## src/rtl/ahb_uart_regif.sv

```systemverilog
// AHB-Lite register slave in front of the UART core: UBRR/UCR control, TX push, RX pop, UFR flags.
// Optional interrupt block (IER/ISR/IRQ) is built only when AHB_UART_IRQ_EN is defined.
module ahb_uart_regif #(
  parameter logic [15:0] UBRR_RST = 16'd0,
  parameter logic [7:0]  UCR_RST  = 8'h00
) (
  input  logic        CLK,
  input  logic        RESETN,
  input  logic        HSEL,
  input  logic [31:0] HADDR,
  input  logic [1:0]  HTRANS,
  input  logic        HWRITE,
  input  logic [2:0]  HSIZE,
  input  logic        HREADY,
  input  logic [31:0] HWDATA,
  output logic [31:0] HRDATA,
  output logic        HREADYOUT,
  output logic        HRESP,
  output logic [15:0] UBRR,
  output logic [7:0]  UCR,
  input  logic [7:0]  UFR,
  output logic [7:0]  TX_DIN,
  output logic        write_fifo,
  input  logic [7:0]  RX_DOUT,
  output logic        read_fifo,
  output logic        IRQ
);

  localparam logic [2:0] IDX_DATA = 3'd0;
  localparam logic [2:0] IDX_UBRR = 3'd1;
  localparam logic [2:0] IDX_UCR  = 3'd2;
  localparam logic [2:0] IDX_UFR  = 3'd3;
  localparam logic [2:0] IDX_IER  = 3'd4;
  localparam logic [2:0] IDX_ISR  = 3'd5;

  typedef enum logic [1:0] {OKAY_ST, ERR1, ERR2} rsp_t;

  rsp_t       state_q, state_d, rsp_now;
  logic       dp_valid, dp_write;
  logic [2:0] dp_idx;
  logic       addr_ok, dp_data_wr, dp_data_rd, ok_phase, reg_wr;
  logic       tx_full, rx_empty;

  assign addr_ok  = HSEL & HTRANS[1] & HREADY;
  assign tx_full  = UFR[3];
  assign rx_empty = UFR[6];

  always_ff @(posedge CLK or negedge RESETN) begin
    if (!RESETN) begin
      dp_valid <= 1'b0;
      dp_write <= 1'b0;
      dp_idx   <= '0;
    end else begin
      dp_valid <= addr_ok;
      if (addr_ok) begin
        dp_write <= HWRITE;
        dp_idx   <= HADDR[4:2];
      end
    end
  end

  assign dp_data_wr = dp_valid & dp_write & (dp_idx == IDX_DATA);
  assign dp_data_rd = dp_valid & ~dp_write & (dp_idx == IDX_DATA);

  // ERR1 is the first cycle of the offending data phase, so it is decoded
  // combinationally from live UFR[3]; only ERR2 is ever held in the register.
  always_comb begin
    rsp_now = state_q;
    if (state_q == OKAY_ST && dp_data_wr && tx_full)
      rsp_now = ERR1;
  end

  always_comb begin
    state_d = OKAY_ST;
    case (rsp_now)
      OKAY_ST: state_d = OKAY_ST;
      ERR1:    state_d = ERR2;
      ERR2:    state_d = OKAY_ST;
      default: state_d = OKAY_ST;
    endcase
  end

  always_ff @(posedge CLK or negedge RESETN) begin
    if (!RESETN) state_q <= OKAY_ST;
    else         state_q <= state_d;
  end

  assign HREADYOUT  = (rsp_now != ERR1);
  assign HRESP      = (rsp_now != OKAY_ST);
  assign ok_phase   = (rsp_now == OKAY_ST);
  assign reg_wr     = dp_valid & dp_write & ok_phase;

  assign write_fifo = dp_data_wr & ok_phase;
  assign TX_DIN     = dp_data_wr ? HWDATA[7:0] : '0;
  assign read_fifo  = dp_data_rd & ~rx_empty & ok_phase;

  always_ff @(posedge CLK or negedge RESETN) begin
    if (!RESETN) begin
      UBRR <= UBRR_RST;
      UCR  <= UCR_RST;
    end else if (reg_wr) begin
      if (dp_idx == IDX_UBRR) UBRR <= HWDATA[15:0];
      if (dp_idx == IDX_UCR)  UCR  <= HWDATA[7:0];
    end
  end

`ifdef AHB_UART_IRQ_EN
  logic [2:0] ier_q, isr_q, evt_prev_q, evt_now, evt_rise, isr_clr;

  // Event order matches ISR bit order: RX data available, TX empty, RX error.
  assign evt_now  = {UFR[2], UFR[4], ~UFR[6]};
  assign evt_rise = evt_now & ~evt_prev_q;
  assign isr_clr  = (reg_wr && dp_idx == IDX_ISR) ? HWDATA[2:0] : '0;

  always_ff @(posedge CLK or negedge RESETN) begin
    if (!RESETN) begin
      ier_q      <= '0;
      isr_q      <= '0;
      evt_prev_q <= 3'b010;
      IRQ        <= 1'b0;
    end else begin
      evt_prev_q <= evt_now;
      if (reg_wr && dp_idx == IDX_IER) ier_q <= HWDATA[2:0];
      isr_q      <= (isr_q & ~isr_clr) | evt_rise;
      IRQ        <= |(isr_q & ier_q);
    end
  end
`else
  assign IRQ = 1'b0;
`endif

  always_comb begin
    HRDATA = '0;
    if (dp_valid && !dp_write) begin
      case (dp_idx)
        IDX_DATA: HRDATA = rx_empty ? '0 : {24'b0, RX_DOUT};
        IDX_UBRR: HRDATA = {16'b0, UBRR};
        IDX_UCR:  HRDATA = {24'b0, UCR};
        IDX_UFR:  HRDATA = {24'b0, UFR};
`ifdef AHB_UART_IRQ_EN
        IDX_IER:  HRDATA = {29'b0, ier_q};
        IDX_ISR:  HRDATA = {29'b0, isr_q};
`endif
        default:  HRDATA = '0;
      endcase
    end
  end

  logic unused_bits;
  assign unused_bits = ^{HADDR[31:5], HADDR[1:0], HTRANS[0], HSIZE, HWDATA[31:16], UFR,
                         IDX_IER, IDX_ISR};

endmodule

```

## config.mk

```make
export PLATFORM = sky130hd
export DESIGN_NAME = ahb_uart_regif
export DESIGN_NICKNAME = d
export VERILOG_FILES = /design/src/rtl/ahb_uart_regif.sv
export SDC_FILE = /design/constraint.sdc
export NUM_CORES = 1
export LEC_CHECK = 0
export CELL_PAD_IN_SITES_DETAIL_PLACEMENT = 0
export CELL_PAD_IN_SITES_GLOBAL_PLACEMENT = 1
export CORE_UTILIZATION = 19
export CTS_CLUSTER_DIAMETER = 30
export DETAILED_ROUTE_END_ITERATION = 7
export MAX_ROUTING_LAYER = met4
export PLACE_DENSITY_LB_ADDON = 0.1
export SKIP_LAST_GASP = 1
export SLEW_MARGIN = 20
export SYNTH_ARGS = -nofsm -noshare
export SYNTH_HDL_FRONTEND = slang
export SYNTH_SLANG_ARGS = --single-unit
```

## constraint.sdc

```tcl
create_clock -name CLK -period 1.6 [get_ports CLK]
set_input_delay 0.32 -clock CLK [delete_from_list [all_inputs] [get_ports CLK]]
set_output_delay 0.32 -clock CLK [all_outputs]
set_load 0.05 [all_outputs]
```

* After elaboration in Yosys (flattened, before gate mapping) *
Cells that the tools add are included.

storage, ports and cells
  output and inout bits = 69
  bits in registers = 31
  input port bits = 90
  word-level logic and storage cells = 39

cells by class
  bitwise operators = 12
  mux-type cells = 6
  equality and inequality tests = 5
  reductions and logical operators = 10

operators with widths
  operator                                               number
  case mux 16 bit (4 select lines)                       1
  two-way mux 16 bit                                     1
  two-way mux 8 bit                                      2
  AND 1 bit                                              10
  == test 3 x 2 -> 1 bit, second input constant          2
  logical NOT 2 bit                                      2
  two-way mux 2 bit                                      2
  AND reduction 2 bit                                    2
  == test 3 x 1 -> 1 bit, second input constant          1
  logical AND 1 bit                                      3
  logical NOT 3 bit                                      1
  == test 2 x 1 -> 1 bit, second input constant          1
  inequality test 2 x 1 -> 1 bit, second input constant  1
  NOT 1 bit                                              2
  nonzero test 2 bit                                     1
  logical NOT 1 bit                                      1

* Longest topological paths before layout *
Gate-level depths: netlist of run 1.

  depth in word-level cells = 8
  mapped depth = 5
  gate-level depth less buffers = 3

* Worst setup path after synthesis of run 1 *
OpenSTA, ideal clock, no wires.

  kind = register -> output
  start = register dp_idx[1]
  end = output port read_fifo
  setup slack = -1,189 ps
  path buffers = 0
  arrival = 2,469 ps
  data required time = 1,280 ps
  stages on the path, launching flop included = 3
  path through = dfrtp_1 > or4b_4 > nor4_1

between the ends
  longest elaborated chain between the ends = 7
  elaborated cells between the ends (all ways) = 9
  those cells by class = mux: 1; bitwise: 4; reduce/logical: 4

ends and longest elaborated chain
  what                             line    RTL
  from (decl)                      40      logic [2:0] dp_idx;
  from (signal assigned)           57      dp_idx <= HADDR[4:2];
  logical NOT 3 bit (*)            62, 63
  AND 1 bit                        62      assign dp_data_wr = dp_valid & dp_write & (dp_idx == IDX_DATA);
  logical AND 1 bit (2 in series)  69      if (state_q == OKAY_ST && dp_data_wr && tx_full)
  two-way mux 2 bit                69
  logical NOT 2 bit                90      assign ok_phase = (rsp_now == OKAY_ST);
  AND 1 bit (*)                    95      assign read_fifo = dp_data_rd & ~rx_empty & ok_phase;
  to (decl)                        25      output logic read_fifo,

Mark *: on every way between the ends. The rest lies on a longest branch, timed or not.

* Final worst setup path of run 1 *
  start = register dp_idx[1]
  end = output port write_fifo

between the ends
  longest elaborated chain between the ends = 7

ends and longest elaborated chain
  what                             line  RTL
  logical NOT 3 bit (*)            62
  AND 1 bit (*)                    62
  logical AND 1 bit (2 in series)  69
  two-way mux 2 bit                69
  logical NOT 2 bit                90
  AND 1 bit (*)                    93    assign write_fifo = dp_data_wr & ok_phase;
  to (decl)                        23    output logic write_fifo,

Marked as above.

==> results.sh, run 1 <==
export IMPL_run_status="finished with violations"
export IMPL_failed_checks="negative setup slack"
export IMPL_cts_tree="yes"
export IMPL_share_of_post_route_cells_with_drive_strength_above_1_pct=58.8
export IMPL_grt_setup_unrepaired="true"
export IMPL_worst_r2r_cell_count=6
export IMPL_synthCells=138
export IMPL_timing_critical_path_arrival_ns=1.89
export IMPL_leakagePower_nw=1.53
export IMPL_postRouteAntennaNets=0
export IMPL_yosys_warnings=0
export IMPL_r2r_path_start="dp_idx[2]"
export IMPL_timing_clock_skew_ns=0.0122
export IMPL_number_of_drc_violations_after_detailed_routing_iteration_0=38
export IMPL_fin_crit_ns=2.21
export IMPL_timing_final_crit_share_pct=138
export IMPL_max_cap_viol_count=0
export IMPL_path_clk_slew_ns=0.07
export IMPL_die_area_mm2=0.00924
export IMPL_critical_path_endpoint_type="output port"
export IMPL_cp_startpoint="dp_idx[1]"
export IMPL_rr_endpoint="UBRR[10]"
export IMPL_dpl_worst_slack_ns=-0.495
export IMPL_synth_cell_types=28
export IMPL_area_delta_synth_final_pct=102
export IMPL_critical_path_required_ns=1.28
export IMPL_final_global_route_overflow_total=0
export IMPL_hold_violations=0
export IMPL_initial_util_pct=20.1
export IMPL_synth_ff_latch_count=30
export IMPL_setup_viol=30
export IMPL_crit_end="write_fifo"
export IMPL_worstPathMaxFanout=3
export IMPL_vias_in_the_first_global_route=1401
export IMPL_layout_setup_ws_ns=-0.613
export IMPL_detail_route_wirelength_um=5230
export IMPL_clock_insertion_delay_worst_skew_ns=0.28
export IMPL_antennaDiodeCount=0
export IMPL_synthesis_area_mm2=0.00168
export IMPL_wire_per_inst_um=14.3
export IMPL_finalNetCount=349
export IMPL_worstSetupPathType="flip-flop to output port"
export IMPL_clockRootBuffer="sky130_fd_sc_hd__clkbuf_8"
export IMPL_placementRows=33
export IMPL_pin_count_of_the_biggest_net_entering_global_routing=31
export IMPL_finish_instance_area_mm2=0.00341
export IMPL_reg2reg_slack_ns=0
export IMPL_initial_antenna_violation_count=0
export IMPL_postPlaceCellArea_mm2=0.00319
export IMPL_achievable_frequency_ghz=0.452
export IMPL_grt_util_all_layers_pct=12.2
export IMPL_hpwlAfterDp_um=4060
export IMPL_hp_class="input pin to asynchronous set/reset pin"
export IMPL_max_clock_path_buffers=2
export IMPL_numCtsBuffers=5
export IMPL_vdd_drop_max_mv=0.655
export IMPL_drc=0
export IMPL_critical_path_startpoint_type="flip-flop"
export IMPL_post_synth_cell_area_avg_um2=12.2
export IMPL_detail_route_first_pass_iterations=4
export IMPL_synth_seq_area_share_pct=44.6
export IMPL_placeableCoreArea_mm2=0.00838
export IMPL_cts_htree_levels=2
export IMPL_io_pins=159
export IMPL_avgViaCountPerCell=4.04
export IMPL_port_buffers=92
export IMPL_slew_viol_final=0
export IMPL_powerDensity_mw_per_mm2=1060
export IMPL_grt_first_pass_wirelength_um=7870
export IMPL_die_y_um=96.1
export IMPL_routabilityCongestion=0.679
export IMPL_fp_dieW_um=96.1
export IMPL_vias=1476
export IMPL_sink_count=30
export IMPL_hold_buffers=0
-- how the worst min path moves through the flow --
| stage | from | end | cells after the start |
|---|---|---|---|
| after global placement | state_q[1] | state_q[1] | 1 |
| final | RESETN | UBRR[10] | 2 |
| after floorplan | RESETN | UBRR[0] | 0 |
| after global routing | RESETN | UBRR[12] | 2 |
| after CTS | RESETN | UBRR[12] | 2 |
| after detailed placement | state_q[1] | state_q[1] | 1 |
-- power by group --
part           internal, mW  switching (mW)
Clock                 0.347           0.279
Combinational         0.730            1.09
Sequential            0.969           0.180
-- state kept, by name, summed over array words and instances, names as in the netlist --
| signal | flops |
|---|---|
| UBRR | 16 |
| state_q | 1 |
| UCR | 8 |
| dp_write | 1 |
| dp_idx | 3 |
| dp_valid | 1 |
-- logic make-up after synthesis --
kind of cell           after synthesis  share of synthesized area [%]
AOI/OAI and AO/OA                    9                           5.20
DFF                                 30                           44.6
and+or+nand+nor                     37                           16.4
buffers and inverters               25                           10.0
other                                1                          0.223
muxes                               36                           23.5
-- timing repair --
item / in CTS / in global routing
buffers inserted: 3 / 3
endpoints found under the setup margin: 37 / 48
resized for setup: 7 / 9
pin swaps: 10 / 11
cloned: 1 / 0
-- final cells by class --
class | count | area (um2)
clock buffers | 7 | 86.3
clock inverters | 1 | 5.00
fillers | 808 | 4980
inverters | 3 | 11.3
multi-input cells | 99 | 938
flip-flops and latches | 30 | 751
well taps | 105 | 131
repair buffers | 120 | 1480
-- synth_stat cells --
| cell | instances | share of area (%) |
|---|---|---|
| sky130_fd_sc_hd__and2b_4 | 1 | 0.59 |
| sky130_fd_sc_hd__or4b_4 | 1 | 0.82 |
| sky130_fd_sc_hd__nand4b_4 | 1 | 1.4 |
| sky130_fd_sc_hd__mux2_2 | 27 | 18 |
| sky130_fd_sc_hd__a21o_1 | 1 | 0.45 |
| sky130_fd_sc_hd__buf_4 | 17 | 7.6 |
| sky130_fd_sc_hd__buf_1 | 1 | 0.22 |
| sky130_fd_sc_hd__mux2_1 | 1 | 0.67 |
| sky130_fd_sc_hd__conb_1 | 1 | 0.22 |
| sky130_fd_sc_hd__dfrtp_1 | 30 | 45 |
| sky130_fd_sc_hd__nand3_1 | 1 | 0.30 |
| sky130_fd_sc_hd__inv_2 | 1 | 0.22 |
| sky130_fd_sc_hd__a221o_1 | 8 | 4.8 |
| sky130_fd_sc_hd__and2b_1 | 1 | 0.45 |
| sky130_fd_sc_hd__and2_1 | 16 | 5.9 |
| sky130_fd_sc_hd__nor4_1 | 2 | 0.74 |
| sky130_fd_sc_hd__and4b_1 | 1 | 0.59 |
| sky130_fd_sc_hd__nor4b_2 | 1 | 0.89 |
| sky130_fd_sc_hd__buf_2 | 2 | 0.59 |
| sky130_fd_sc_hd__buf_6 | 1 | 0.67 |
| sky130_fd_sc_hd__nor2_1 | 8 | 1.8 |
| sky130_fd_sc_hd__nand4bb_1 | 1 | 0.67 |
| sky130_fd_sc_hd__nor3_4 | 1 | 0.97 |
| sky130_fd_sc_hd__nand4b_2 | 1 | 0.89 |
| sky130_fd_sc_hd__clkbuf_2 | 1 | 0.30 |
| sky130_fd_sc_hd__inv_1 | 2 | 0.45 |
| sky130_fd_sc_hd__mux2i_1 | 8 | 4.8 |
| sky130_fd_sc_hd__nor2_2 | 1 | 0.37 |
-- critical path, cell delays in order (launching register included) --
cell,delay (ns)
sky130_fd_sc_hd__dfrtp_1,0.38
sky130_fd_sc_hd__or4b_4,0.58
sky130_fd_sc_hd__buf_6,0.16
sky130_fd_sc_hd__buf_4,0.13
sky130_fd_sc_hd__nor4_4,0.19
sky130_fd_sc_hd__buf_12,0.18
-- placed cells by master, fill, tap and decap left out --
master / Yosys / routed
sky130_fd_sc_hd__and4b_2: 0 / 1
sky130_fd_sc_hd__buf_6: 1 / 7
sky130_fd_sc_hd__inv_2: 1 / 2
sky130_fd_sc_hd__nor2_2: 1 / 1
sky130_fd_sc_hd__nor2_1: 8 / 8
sky130_fd_sc_hd__nand3_1: 1 / 1
sky130_fd_sc_hd__nor3_4: 1 / 1
sky130_fd_sc_hd__clkbuf_8: 0 / 6
sky130_fd_sc_hd__a221o_2: 0 / 8
sky130_fd_sc_hd__a21o_4: 0 / 1
sky130_fd_sc_hd__conb_1: 1 / 17
sky130_fd_sc_hd__clkbuf_16: 0 / 1
sky130_fd_sc_hd__mux2_2: 27 / 26
sky130_fd_sc_hd__mux2_4: 0 / 2
sky130_fd_sc_hd__clkbuf_1: 0 / 1
sky130_fd_sc_hd__and2b_4: 1 / 1
sky130_fd_sc_hd__and2_4: 0 / 16
sky130_fd_sc_hd__buf_12: 0 / 35
sky130_fd_sc_hd__nand4bb_1: 1 / 1
sky130_fd_sc_hd__inv_1: 2 / 1
sky130_fd_sc_hd__nand4b_4: 1 / 2
sky130_fd_sc_hd__nor4_4: 0 / 2
sky130_fd_sc_hd__mux2i_1: 8 / 8
sky130_fd_sc_hd__buf_4: 17 / 37
sky130_fd_sc_hd__or4b_4: 1 / 1
sky130_fd_sc_hd__nor4b_4: 0 / 1
sky130_fd_sc_hd__dfrtp_1: 30 / 30
sky130_fd_sc_hd__and2b_2: 0 / 1
sky130_fd_sc_hd__clkinv_2: 0 / 1
sky130_fd_sc_hd__clkdlybuf4s50_1: 0 / 40
-- per-layer routing --
layer  vias to the layer above  wire length (um)  share of wire, %  track usage (%)
li1                        702                 -                 -                -
met1                       707              2410                46             16.1
met2                        62              2400                46             18.0
met3                         5               362               6.9             3.40
met4                         0                51              0.98             3.73
met5                         -                 0                 0                -
-- metrics by stage --
step | TNS [ns] | power (mW) | hold slack [ns] | util (%) | std cells
floorplan | -6.63 | 2.27 | 0.0244 | - | 154
global placement | -10.02 | 2.95 | 0.502 | 38.0 | 351
detailed placement | -10.30 | 2.96 | 0.497 | 38.0 | 351
CTS | -16.74 | 3.64 | 0.417 | 40.3 | 363
global route | -18.18 | 3.79 | 0.410 | 40.6 | 365
finish | -15.17 | 3.60 | 0.405 | 40.6 | 365
Note: power is estimated with default switching activity, not from simulation.
==> run 2: changes to the inputs <==
Settings changed: CORE_MARGIN from default to 2, SLEW_MARGIN 20 to default.
==> run 2 against run 1 <==
  * The run still ends with negative setup slack left
  * Clock power down 10%
  * Final cell count grew 0.55%
  * Core utilization decreased by 0.40 points
  * Worst setup slack gained 0.0061 ns
  * Clock skew decreased by 0.0085 ns
==> results.sh, run 2 (synthesis results as in run 1) <==
export IMPL_slew_viol_final=0
export IMPL_area_delta_synth_final_pct=106
export IMPL_critical_path_startpoint_type="flip-flop"
export IMPL_wire_per_inst_um=15.2
export IMPL_detail_route_first_pass_iterations=4
export IMPL_vias=1488
export IMPL_timing_final_crit_share_pct=138
export IMPL_clock_insertion_delay_worst_skew_ns=0.27
export IMPL_run_status="finished with violations"
export IMPL_hpwlAfterDp_um=4290
export IMPL_fin_crit_ns=2.21
export IMPL_postPlaceCellArea_mm2=0.00320
export IMPL_number_of_drc_violations_after_detailed_routing_iteration_0=11
export IMPL_layout_cells_most_common="sky130_fd_sc_hd__clkdlybuf4s50_1"
export IMPL_top_register="UBRR"
export IMPL_setup_tns_ns=-16.53
export IMPL_num_fill_cells=828
export IMPL_die_y_um=98.1
export IMPL_sink_count=30
export IMPL_path_clk_slew_ns=0.06
export IMPL_grt_util_all_layers_pct=11.6
export IMPL_cts_tree="yes"
export IMPL_critical_path_required_ns=1.28
export IMPL_drc=0
export IMPL_instances_no_fill=367
export IMPL_avgViaCountPerCell=4.05
export IMPL_final_util_pct=40.2
export IMPL_finalNetCount=349
export IMPL_grt_first_pass_wirelength_um=8540
export IMPL_cp_peak_stage_delay_ns=0.57
export IMPL_routabilityCongestion=0.675
export IMPL_initial_util_pct=19.5
export IMPL_critical_path_endpoint_type="output port"
export IMPL_list_of_cells_traversed_by_the_critical_path="or4b_4, buf_6, nor2_4, buf_6, and2_4, buf_12"
export IMPL_placeableCoreArea_mm2=0.00864
export IMPL_fp_dieW_um=98.1
export IMPL_hold_violations=0
export IMPL_fin_total_pwr_mw=3.63
export IMPL_grt_setup_unrepaired="true"
export IMPL_max_cap_viol_count=0
export IMPL_io_pins=159
export IMPL_timing_critical_path_arrival_ns=1.89
export IMPL_numCtsBuffers=5
export IMPL_critical_path_slowest_cell="sky130_fd_sc_hd__or4b_4"
export IMPL_biggestRegsByFlops="UBRR (16), UCR (8), dp_idx (3)"
export IMPL_clockRootBuffer="sky130_fd_sc_hd__clkbuf_8"
export IMPL_worstSetupPathType="flip-flop to output port"
export IMPL_achievable_frequency_ghz=0.453
export IMPL_max_clock_path_buffers=2
export IMPL_vdd_drop_max_mv=0.635
export IMPL_hp_class="input pin to asynchronous set/reset pin"
export IMPL_pin_count_of_the_biggest_net_entering_global_routing=31
export IMPL_worstPathMaxFanout=6
export IMPL_antennaDiodeCount=0
export IMPL_postRouteAntennaNets=0
export IMPL_detail_route_wirelength_um=5580
export IMPL_cts_htree_levels=2
export IMPL_dp_cells=357
export IMPL_final_global_route_overflow_total=0
export IMPL_placementRows=34
export IMPL_holdWs_ns=0.413
export IMPL_largest_register_ff_count=16
export IMPL_port_buffers=92
export IMPL_failed_checks="negative setup slack"
export IMPL_die_area_mm2=0.00963
export IMPL_setup_viol=44
export IMPL_cpMostUsedCell="sky130_fd_sc_hd__buf_6"
export IMPL_timing_clock_skew_ns=0.00373
export IMPL_initial_antenna_violation_count=0
export IMPL_share_of_post_route_cells_with_drive_strength_above_1_pct=58.7
export IMPL_finish_instance_area_mm2=0.00347
export IMPL_layout_setup_ws_ns=-0.607
export IMPL_layout_cells_most_common_list="sky130_fd_sc_hd__clkdlybuf4s50_1, sky130_fd_sc_hd__buf_12, sky130_fd_sc_hd__buf_4, sky130_fd_sc_hd__dfrtp_1, sky130_fd_sc_hd__mux2_4"
export IMPL_dpl_worst_slack_ns=-0.472
export IMPL_reg2reg_slack_ns=-0.08
export IMPL_powerDensity_mw_per_mm2=1040
export IMPL_vias_in_the_first_global_route=1508
export IMPL_leakagePower_nw=1.61
[run 2: cell count changes in the layout (fill, tap and decap cells not counted), moves of 6 or more]
cell / previous run / this run
sky130_fd_sc_hd__mux2_4: 2 / 18
sky130_fd_sc_hd__buf_6: 7 / 14
sky130_fd_sc_hd__buf_4: 37 / 31
sky130_fd_sc_hd__mux2_2: 26 / 10
[run 2: power by group]
group / total [mW] / leakage [nW] / internal [mW] / switching [mW]
Clock: 0.562 / 0.0383 / 0.299 / 0.263
Sequential: 1.16 / 0.353 / 0.970 / 0.191
Combinational: 1.91 / 1.22 / 0.795 / 1.11
[run 2: timing repair]
action                     in CTS  in global routing
buffers inserted                3                  0
gates resized for setup        15                 23
hold buffers                    0                  0
setup endpoints to repair      52                 52
pin swaps                      13                 10
cloned                          0                  1
[run 2: layout make-up]
cell class / instances / area (um2) / area share (%)
Clock buffer: 7 / 76.3 / 2.20
Tap cell: 108 / 135 / 3.89
Sequential cell: 30 / 752 / 21.6
Timing Repair Buffer: 120 / 1500 / 43.1
Multi-Input combinational cell: 99 / 1000 / 28.9
Inverter: 3 / 11.3 / 0.324
[run 2: final timing paths]
path,startpoint,end,cells after the start
worst min register to register,UBRR[15],UBRR[15],1
worst max register to register,dp_idx[2],UBRR[12],6
max in group asynchronous,RESETN,dp_write,2
worst min-delay path,RESETN,UBRR[11],2
min in group CLK,UBRR[15],UBRR[15],1
worst max-delay path,dp_idx[0],TX_DIN[4],6
[run 2: critical path, delay by kind of cell, from the launching register on]
family / cells / cell delay [ns]
and+or+nand+nor: 3 / 0.82
buffers and inverters: 3 / 0.42
DFF: 1 / 0.38
[run 2: layer usage]
layer / share of wire, % / GRT usage [%] / wire length (um) / vias up
li1: - / - / - / 700
met1: 47 / 15.0 / 2600 / 721
met2: 47 / 18.5 / 2650 / 65
met3: 5.7 / 3.08 / 316 / 2
met4: 0.30 / 1.92 / 17 / 0
met5: 0 / - / 0 / -
==> run 3: changes to the inputs <==
Settings changed: CORE_UTILIZATION 19 to 21.
Clock period 1.6 ns to 2.1 ns, I/O delays scaled along.
==> run 3 against run 2 <==
  * The flow still finishes with violations (negative setup slack)
  * Core utilization up 1.3 points
  * Largest cell class unchanged
  * Global-route usage up 0.60 points
  * Design area fell by 7.6%
  * Die area shrank 9.1%
  * Clock skew is 0.0014 ns lower
  * Routed wire length decreased by 8.0%
  * Sequential cell count unchanged
  * Clock-buffer cell count unchanged
  * Worst hold slack gained 0.11 ns
==> results.sh, run 3 (synthesis results as in run 1) <==
export IMPL_run_status="finished with violations"
export IMPL_failed_checks="negative setup slack"
export IMPL_final_util_pct=41.5
export IMPL_number_of_drc_violations_after_detailed_routing_iteration_0=66
export IMPL_critical_path_endpoint_type="output port"
export IMPL_placeableCoreArea_mm2=0.00773
export IMPL_avgViaCountPerCell=4.15
export IMPL_placementRows=32
export IMPL_initial_util_pct=21.8
export IMPL_hpwlAfterDp_um=3810
export IMPL_timing_final_crit_share_pct=109
export IMPL_worstSetupPathType="flip-flop to output port"
export IMPL_topRoutingLayerUsed="met3"
export IMPL_biggestRegsByFlops="UBRR (16), UCR (8), dp_idx (3)"
export IMPL_final_global_route_overflow_total=0
export IMPL_timing_critical_path_arrival_ns=1.87
export IMPL_achievable_frequency_ghz=0.436
export IMPL_share_of_post_route_cells_with_drive_strength_above_1_pct=42.3
export IMPL_cp_startpoint="dp_idx[0]"
export IMPL_cts_tree="yes"
export IMPL_port_buffers=92
export IMPL_die_area_mm2=0.00875
export IMPL_wirelength_met1_um=2160
export IMPL_dpl_worst_slack_ns=-0.148
export IMPL_antennaDiodeCount=0
export IMPL_netSwitchingPower_mw=1.15
export IMPL_fp_dieW_um=93.5
export IMPL_vias=1451
export IMPL_sink_count=30
export IMPL_slew_viol_final=0
export IMPL_internal_power_mw=1.52
export IMPL_critical_path_startpoint_type="flip-flop"
export IMPL_worstPathMaxFanout=3
export IMPL_numCtsBuffers=5
export IMPL_path_clk_slew_ns=0.06
export IMPL_multi_input_comb_area_um2=885
export IMPL_power_frac_comb_pct=50.2
export IMPL_drc=0
export IMPL_max_clock_path_buffers=2
export IMPL_io_pins=159
export IMPL_cts_htree_levels=2
export IMPL_die_y_um=93.5
export IMPL_instances_no_fill=350
export IMPL_dp_cells=338
export IMPL_initial_antenna_violation_count=0
export IMPL_powerDensity_mw_per_mm2=834
export IMPL_area_delta_synth_final_pct=90.8
export IMPL_vias_in_the_first_global_route=1432
export IMPL_slew_headroom_pct=65.0
export IMPL_worst_r2r_cell_count=3
export IMPL_leakagePower_nw=1.38
export IMPL_top_register="UBRR"
export IMPL_tightestPinTransition_ns=0.523
export IMPL_grt_util_all_layers_pct=12.2
export IMPL_grt_setup_unrepaired="true"
export IMPL_layout_setup_ws_ns=-0.194
export IMPL_layout_cells_most_common_list="sky130_fd_sc_hd__clkdlybuf4s50_1, sky130_fd_sc_hd__dfrtp_1, sky130_fd_sc_hd__buf_12, sky130_fd_sc_hd__mux2_2, sky130_fd_sc_hd__conb_1"
export IMPL_critical_path_required_ns=1.68
export IMPL_power_frac_clock_pct=17.8
export IMPL_hp_class="flip-flop to flip-flop"
export IMPL_detailroute_wirelength_met3_um=262
export IMPL_reg2reg_slack_ns=0.44
export IMPL_timing_clock_skew_ns=0.00232
export IMPL_largest_register_ff_count=16
export IMPL_met2RoutedLength_um=2710
export IMPL_clock_insertion_delay_worst_skew_ns=0.27
export IMPL_startpoint_of_the_tightest_hold_check_path="UBRR[9]"
export IMPL_postRouteAntennaNets=0
export IMPL_vdd_drop_max_mv=0.311
export IMPL_pin_count_of_the_biggest_net_entering_global_routing=31
export IMPL_detail_route_first_pass_iterations=4
export IMPL_layout_cells_most_common="sky130_fd_sc_hd__clkdlybuf4s50_1"
export IMPL_switching_share_pct=43.1
export IMPL_setup_viol=20
export IMPL_grt_first_pass_wirelength_um=7820
export IMPL_detail_route_wirelength_um=5130
export IMPL_num_fill_cells=744
export IMPL_crit_end="HREADYOUT"
export IMPL_max_cap_viol_count=0
export IMPL_r2r_path_start="state_q[1]"
export IMPL_ff_latch_area_um2=751
export IMPL_hold_violations=0
export IMPL_fin_crit_ns=2.29
export IMPL_finalNetCount=337
export IMPL_rr_endpoint="UBRR[9]"
export IMPL_pwr_share_seq_pct=32.0
export IMPL_clockRootBuffer="sky130_fd_sc_hd__clkbuf_8"
export IMPL_wire_per_inst_um=14.7
export IMPL_routabilityCongestion=0.719
==> run 3: power groups by stage <==
| stage | logic [mW] | registers (mW) | clock network [mW] |
|---|---|---|---|
| after floorplan | 0.351 | 1.36 | 0 |
| after global placement | 1.33 | 0.865 | 0 |
| after detailed placement | 1.34 | 0.867 | 0 |
| after CTS | 1.35 | 0.856 | 0.504 |
| after global routing | 1.40 | 0.882 | 0.529 |
| final | 1.34 | 0.856 | 0.477 |
==> run 3: area by class of cell <==
type                            count  share of cell area [%]
Sequential cell                    30                    23.4
Clock inverter                      1                   0.156
Inverter                            3                   0.351
Timing Repair Buffer              108                    41.9
Clock buffer                        7                    2.69
Tap cell                          102                    3.98
Multi-Input combinational cell     99                    27.6
==> run 3: worst min-delay path by stage <==
stage,end,cells after the start
3_3_place_gp,UBRR[9],1
2_1_floorplan,UBRR[0],0
4_1_cts,UBRR[9],1
6_report,UBRR[9],1
5_1_grt,UBRR[14],1
3_5_place_dp,UBRR[9],1
==> run 3: critical path, cell delays in order, from the launching register on <==
cell and delay, ns:
sky130_fd_sc_hd__dfrtp_1 0.39, sky130_fd_sc_hd__or4b_4 0.56, sky130_fd_sc_hd__buf_4 0.18, sky130_fd_sc_hd__nor4b_4 0.22, sky130_fd_sc_hd__inv_1 0.08, sky130_fd_sc_hd__buf_6 0.16
==> run 3: routing by layer <==
metal | up-vias | GRT usage (%)
met5 | - | -
met4 | 0 | 2.94
met3 | 0 | 2.74
met2 | 55 | 19.9
met1 | 720 | 15.4
li1 | 676 | -
==> run 3: through the flow <==
step | hold slack (ns) | TNS, ns | instance area [um2] | power (mW)
CTS | 0.524 | -4.53 | 3160 | 2.71
detailed placement | 0.504 | -1.17 | 3030 | 2.21
floorplan | 0.124 | -0.404 | 1770 | 1.72
global placement | 0.497 | -1.30 | 3030 | 2.20
global route | 0.543 | -5.01 | 3210 | 2.81
finish | 0.526 | -3.22 | 3210 | 2.68
==> run 3: repair_timing <==
| item | CTS | global route |
|---|---|---|
| gates resized for setup | 4 | 10 |
| endpoints found under the setup margin | 28 | 28 |
| pin swaps | 3 | 2 |
| buffers inserted | 1 | 3 |
| cloned | 0 | 0 |
| hold endpoints to repair | 0 | 0 |
| hold buffers | 0 | 0 |
